File: src/rtl/nurse_dispatch_arbiter.sv
// Nurse dispatch arbiter: offers one nurse to the most severe bed (round-robin on ties),
// tracks the ACK/DONE handshake, holds a minimum service time and escalates unanswered offers.
module nurse_dispatch_arbiter #(
   parameter int N_BED       = 4,
   parameter int SERVICE_CYC = 8,
   parameter int TIMEOUT_CYC = 16
) (
   input  logic                 CLK,
   input  logic                 RST,
   input  logic [2*N_BED-1:0]   LVL,
   input  logic                 ACK,
   input  logic                 DONE,
   output logic [N_BED-1:0]     GNT,
   output logic                 GNT_VLD,
   output logic [1:0]           GNT_LVL,
   output logic                 BUSY,
   output logic                 ALARM
);

   localparam int IW = (N_BED > 1) ? $clog2(N_BED) : 1;
   localparam int TW = $clog2(TIMEOUT_CYC);
   localparam int SW = $clog2(SERVICE_CYC + 1);

   typedef enum logic [1:0] {S_IDLE, S_OFFER, S_SERVE} state_t;

   state_t            state_q, state_d;
   logic [N_BED-1:0]  gnt_q, gnt_d;
   logic [IW-1:0]     gnt_idx_q, gnt_idx_d;
   logic              vld_q, vld_d;
   logic [1:0]        gnt_lvl_q, gnt_lvl_d;
   logic              busy_q, busy_d;
   logic              alarm_q, alarm_d;
   logic [IW-1:0]     ptr_q, ptr_d;
   logic [TW-1:0]     tcnt_q, tcnt_d;
   logic [SW-1:0]     scnt_q, scnt_d;
   logic              done_lat_q, done_lat_d;

   logic [N_BED-1:0]  req;
   logic [1:0]        cur_lvl;
   logic [1:0]        others_max;
   logic [IW-1:0]     pick_ptr;
   logic [IW-1:0]     pick_to;

   // Scan beds from ptr+1 around to ptr; strict '>' keeps the first bed in RR order among equals.
   function automatic logic [IW-1:0] pick(input logic [2*N_BED-1:0] lv, input logic [IW-1:0] ptr);
      logic [IW-1:0] best;
      logic [1:0]    best_lvl;
      int            idx;
      best     = ptr;
      best_lvl = 2'b00;
      for (int k = 1; k <= N_BED; k++) begin
         idx = int'(ptr) + k;
         if (idx >= N_BED) idx = idx - N_BED;
         if (lv[2*idx +: 2] > best_lvl) begin
            best_lvl = lv[2*idx +: 2];
            best     = IW'(idx);
         end
      end
      return best;
   endfunction

   function automatic logic [N_BED-1:0] onehot(input logic [IW-1:0] idx);
      logic [N_BED-1:0] oh;
      oh      = '0;
      oh[idx] = 1'b1;
      return oh;
   endfunction

   generate
      for (genvar gi = 0; gi < N_BED; gi++) begin : g_req
         assign req[gi] = |LVL[2*gi +: 2];
      end
   endgenerate

   assign cur_lvl  = LVL[2*gnt_idx_q +: 2];
   assign pick_ptr = pick(LVL, ptr_q);
   assign pick_to  = pick(LVL, gnt_idx_q);

   always_comb begin
      others_max = 2'b00;
      for (int i = 0; i < N_BED; i++) begin
         if (!gnt_q[i] && (LVL[2*i +: 2] > others_max)) others_max = LVL[2*i +: 2];
      end
   end

   always_comb begin
      state_d    = state_q;
      gnt_d      = gnt_q;
      gnt_idx_d  = gnt_idx_q;
      vld_d      = vld_q;
      gnt_lvl_d  = gnt_lvl_q;
      busy_d     = busy_q;
      alarm_d    = alarm_q;
      ptr_d      = ptr_q;
      tcnt_d     = tcnt_q;
      scnt_d     = scnt_q;
      done_lat_d = done_lat_q;
      case (state_q)
         S_IDLE: begin
            if (|req) begin
               state_d   = S_OFFER;
               gnt_idx_d = pick_ptr;
               gnt_d     = onehot(pick_ptr);
               vld_d     = 1'b1;
               gnt_lvl_d = LVL[2*pick_ptr +: 2];
               tcnt_d    = '0;
            end
         end
         S_OFFER: begin
            if (ACK) begin
               state_d    = S_SERVE;
               busy_d     = 1'b1;
               scnt_d     = '0;
               done_lat_d = 1'b0;
               alarm_d    = 1'b0;
               gnt_lvl_d  = cur_lvl;
            end else if (cur_lvl == 2'b00) begin
               tcnt_d = '0;
               if (|req) begin
                  gnt_idx_d = pick_ptr;
                  gnt_d     = onehot(pick_ptr);
                  gnt_lvl_d = LVL[2*pick_ptr +: 2];
               end else begin
                  state_d   = S_IDLE;
                  gnt_d     = '0;
                  vld_d     = 1'b0;
                  gnt_lvl_d = 2'b00;
               end
            end else if (others_max > cur_lvl) begin
               gnt_idx_d = pick_ptr;
               gnt_d     = onehot(pick_ptr);
               gnt_lvl_d = LVL[2*pick_ptr +: 2];
               tcnt_d    = '0;
            end else if (tcnt_q == TW'(TIMEOUT_CYC - 1)) begin
               // Unanswered offer: the silent bed moves to the back of the tie order.
               alarm_d   = 1'b1;
               ptr_d     = gnt_idx_q;
               gnt_idx_d = pick_to;
               gnt_d     = onehot(pick_to);
               gnt_lvl_d = LVL[2*pick_to +: 2];
               tcnt_d    = '0;
            end else begin
               tcnt_d    = tcnt_q + 1'b1;
               gnt_lvl_d = cur_lvl;
            end
         end
         S_SERVE: begin
            gnt_lvl_d  = cur_lvl;
            done_lat_d = done_lat_q | DONE;
            if (scnt_q != SW'(SERVICE_CYC)) scnt_d = scnt_q + 1'b1;
            if (done_lat_q && (scnt_q >= SW'(SERVICE_CYC - 1))) begin
               state_d    = S_IDLE;
               gnt_d      = '0;
               vld_d      = 1'b0;
               busy_d     = 1'b0;
               gnt_lvl_d  = 2'b00;
               ptr_d      = gnt_idx_q;
               done_lat_d = 1'b0;
            end
         end
         default: begin
            state_d = S_IDLE;
         end
      endcase
   end

   always_ff @(posedge CLK or negedge RST) begin
      if (!RST) begin
         state_q    <= S_IDLE;
         gnt_q      <= '0;
         gnt_idx_q  <= '0;
         vld_q      <= 1'b0;
         gnt_lvl_q  <= 2'b00;
         busy_q     <= 1'b0;
         alarm_q    <= 1'b0;
         ptr_q      <= IW'(N_BED - 1);
         tcnt_q     <= '0;
         scnt_q     <= '0;
         done_lat_q <= 1'b0;
      end else begin
         state_q    <= state_d;
         gnt_q      <= gnt_d;
         gnt_idx_q  <= gnt_idx_d;
         vld_q      <= vld_d;
         gnt_lvl_q  <= gnt_lvl_d;
         busy_q     <= busy_d;
         alarm_q    <= alarm_d;
         ptr_q      <= ptr_d;
         tcnt_q     <= tcnt_d;
         scnt_q     <= scnt_d;
         done_lat_q <= done_lat_d;
      end
   end

   assign GNT     = gnt_q;
   assign GNT_VLD = vld_q;
   assign GNT_LVL = gnt_lvl_q;
   assign BUSY    = busy_q;
   assign ALARM   = alarm_q;

endmodule
File: config.mk
export PLATFORM = sky130hd
export DESIGN_NAME = nurse_dispatch_arbiter
export DESIGN_NICKNAME = d
export VERILOG_FILES = /design/src/rtl/nurse_dispatch_arbiter.sv
export SDC_FILE = /design/constraint.sdc
export NUM_CORES = 1
export LEC_CHECK = 0
export ABC_CLOCK_PERIOD_IN_PS = 8300
export BUFFER_PORTS_ARGS = -buffer_cell sky130_fd_sc_hd__buf_2
export CORE_AREA = 2 2 86 88
export DETAILED_ROUTE_END_ITERATION = 10
export DIE_AREA = 0 0 88 90
export PLACE_DENSITY_LB_ADDON = 0.1
export SYNTH_ARGS = -nofsm -noshare
export SYNTH_HDL_FRONTEND = slang
export SYNTH_SLANG_ARGS = --single-unit
File: constraint.sdc
create_clock -name CLK -period 8.3 [get_ports CLK]
set_input_delay 1.66 -clock CLK [delete_from_list [all_inputs] [get_ports CLK]]
set_output_delay 1.66 -clock CLK [all_outputs]
set_load 0.005 [all_outputs]
==> impl_metrics.json <==
{
  "setup_viol": 0,
  "postSynth.asyncResetShare_pct": 100,
  "critPathKind": "input pin to register",
  "clk_path_buf_depth": 2,
  "maxCapViolCount": 0,
  "min_period_over_period_pct": 82.4,
  "die_h_um": 90,
  "fp.coreArea_um2": 7020,
  "cp-start-kind": "input pin",
  "avgSynthCellArea_um2": 7.77,
  "synth_edf_count": 0,
  "dieWidth_um": 88,
  "rsz0062_at_grt": "false",
  "clk_latency_ps": 270,
  "place.gp.congestion": 0.848,
  "fmax_ghz": 0.146,
  "cp_data_arrival_time_ps": 7010,
  "path_max_fanout": 13,
  "cts.clk_slew.worst_paths_ps": 90,
  "cp_data_required_time_ps": 8470,
  "overflow": 0,
  "period_minus_slack_ps": 6840,
  "hold_path_depth": 2,
  "drive_above_1_share_pct": 11.2,
  "worst_path_max_delay_cell": "and3_1",
  "num_rows": 31,
  "synth_warnings": 0,
  "vias_per_cell": 5.94,
  "grt_max_degree": 25,
  "maxSlewViolCount": 0,
  "fin_skew_ps": 7.65,
  "die-area_um2": 7920,
  "hp-class": "register to register",
  "yosysSeqAreaShare_pct": 18.4,
  "ios": 21,
  "r2r_cells": 22,
  "track_usage_pct": 22.7,
  "tns_ps": 0,
  "synth_ff_type": "dfrtp_1",
  "wl_um": 8640,
  "start_util_pct": 46.7,
  "avgRoutedWirePerCell_um": 16.4,
  "grt_first_pass_wirelength_um": 14600,
  "hold_buffers": 0,
  "portBuffers": 20,
  "drt-initial-drc-count": 201,
  "synth_area_um2": 3280,
  "drc": 0,
  "synth_seq_cells": 24,
  "synthDistinctLibCells": 70,
  "cts.sinks": 24,
  "syn_to_final_growth_pct": 5.76,
  "nets": 481,
  "hold_violations": 0,
  "status": "finished clean",
  "vias": 3122,
  "cp_cell_sequence": "buf_2 -> nand2b_1 -> ha_1 -> nor2b_1 -> o21ai_0 -> mux2i_1 -> inv_1 -> ha_1 -> nor2b_1 -> o21ai_0 -> mux2i_1 -> ha_1 -> nor2b_1 -> o21ai_0 -> mux2i_1 -> ha_1 -> nor2b_1 -> o21ai_0 -> and3_1 -> nand2_1 -> nand4_1 -> a21oi_1 -> a21o_1",
  "cpPeakStageDelay_ps": 430,
  "cts_buffers": 3,
  "crit_path_end_kind": "register",
  "relSlewSlack_pct": 22.0,
  "tritoncts": "built",
  "ant_nets": 0,
  "cts_root_buffer": "clkbuf_8",
  "synth_nets": 475,
  "grt_pass1_vias": 2977,
  "cts_resized": 0,
  "synthCells": 422,
  "num_antenna_cells": 0,
  "tightest_slew_ps": 1170,
  "post_cts_buffers": 0,
  "dpl.hpwl_um": 6490,
  "first_pass_iters": 5,
  "antenna_found_initial": 0,
  "ctsHtreeMaxLevel": 1
}
## cells in the mapped netlist, types with 2 or more instances
library cell  number  area [um2]
nor3_1             5        25.0
nand4_1            5        31.3
buf_1              3        11.3
mux2_2             6        67.6
o2111ai_1          3        26.3
a21o_1             2        15.0
o211ai_1           3        22.5
and2_1             6        37.5
o31a_1             4        35.0
nand2b_1           7        43.8
nand2_1           56         210
a31oi_1            3        18.8
inv_1             30         113
o22ai_1            5        31.3
nor4b_1            2        17.5
o21a_1             2        15.0
dfrtp_1           22         551
and3_1             3        18.8
clkbuf_1          12        45.0
nand3_1            7        35.0
a32o_1             2        20.0
nor3b_1            2        15.0
o21ai_0           43         215
nor2_1            31         116
nor2b_1            8        50.1
nor4_1             5        31.3
a21oi_1           30         150
o22a_1             5        43.8
mux2i_1           13         130
a221oi_1           3        26.3
a211o_1            3        26.3
o21ai_1            3        15.0
mux4_1             3        78.8
buf_2              4        20.0
mux4_2             4        90.1
ha_1              41         513
dfstp_2            2        52.6
or2_1              2        12.5
## layout by cell type, fill, tap and decap left out, types with 4 or more instances in the layout
master / instances
dfrtp_1: 22
nand2b_1: 7
o31a_1: 4
mux2_2: 6
o21ai_0: 43
inv_1: 30
o22ai_1: 5
a21oi_1: 30
nand2_1: 56
mux4_2: 4
buf_2: 20
nor4_1: 5
nor2b_1: 8
nand4_1: 5
and2_1: 6
o22a_1: 5
nor2_1: 31
mux2i_1: 13
ha_1: 41
nand3_1: 7
nor3_1: 5
## per-layer routing
layer	up-vias	wire length (um)	global-route usage [%]
li1	1547	-	-
met1	1482	4070	31.4
met2	80	4110	38.1
met3	13	325	1.56
met4	0	140	5.77
met5	-	0	0
## state kept, by name, indices dropped and copies added (netlist names)
name	count
GNT	4
BUSY	1
gnt_idx_q	2
state_q	2
ptr_q	2
GNT_VLD	1
done_lat_q	1
GNT_LVL	2
tcnt_q	4
scnt_q	4
ALARM	1
## area by class of cell
type,instances,area [um2]
fill,704,3550
multi-input combinational,345,2460
sequential,24,603
tap,99,124
inverter,32,120
timing repair buffer,22,115
clock buffer,4,45.0
## critical path: cells and delay by family
family,cells,cell delay [ps]
compound gates,6,1530
fa+ha+maj,4,1120
buf+inv,2,310
mux,3,850
simple gates,8,1540
## kinds of logic (layout without fill, tap and decap cells)
group,count (synthesis),in the layout,synth area share [%]
AO/OA/AOI/OAI,129,129,25.8
XOR/XNOR,1,1,0.496
adder cells (fa/ha/maj),41,41,15.6
buffers and inverters,53,58,6.56
flip-flops,24,24,18.4
multiplexers,26,26,11.2
AND/OR/NAND/NOR,148,148,21.9
## through the flow
step / area [um2] / worst slack, ps / instances / hold WS [ps] / utilization [%]
finish: 3470 / 1460 / 526 / 498 / 49.4
global route: 3470 / 917 / 526 / 524 / 49.4
CTS: 3470 / 1490 / 526 / 506 / 49.4
detailed placement: 3420 / 1190 / 522 / 484 / 48.7
global placement: 3420 / 1260 / 522 / 464 / 48.7
floorplan: 3280 / 1910 / 422 / 471 / -
## worst paths after layout
| path | startpoint | end | slack (ps) |
|---|---|---|---|
| min in group asynchronous | RST | GNT[3] | 1360 |
| min reg2reg | GNT_VLD | GNT_VLD | 500 |
| max in group asynchronous | RST | ptr_q[0] | 6560 |
| max | LVL[1] | GNT[2] | 1460 |
| max reg2reg | ptr_q[0] | GNT_LVL[0] | 1720 |
| min | GNT_VLD | GNT_VLD | 500 |
Power is not shown: default switching activity piles up to over one toggle a cycle in this logic, so the estimate is an artifact.
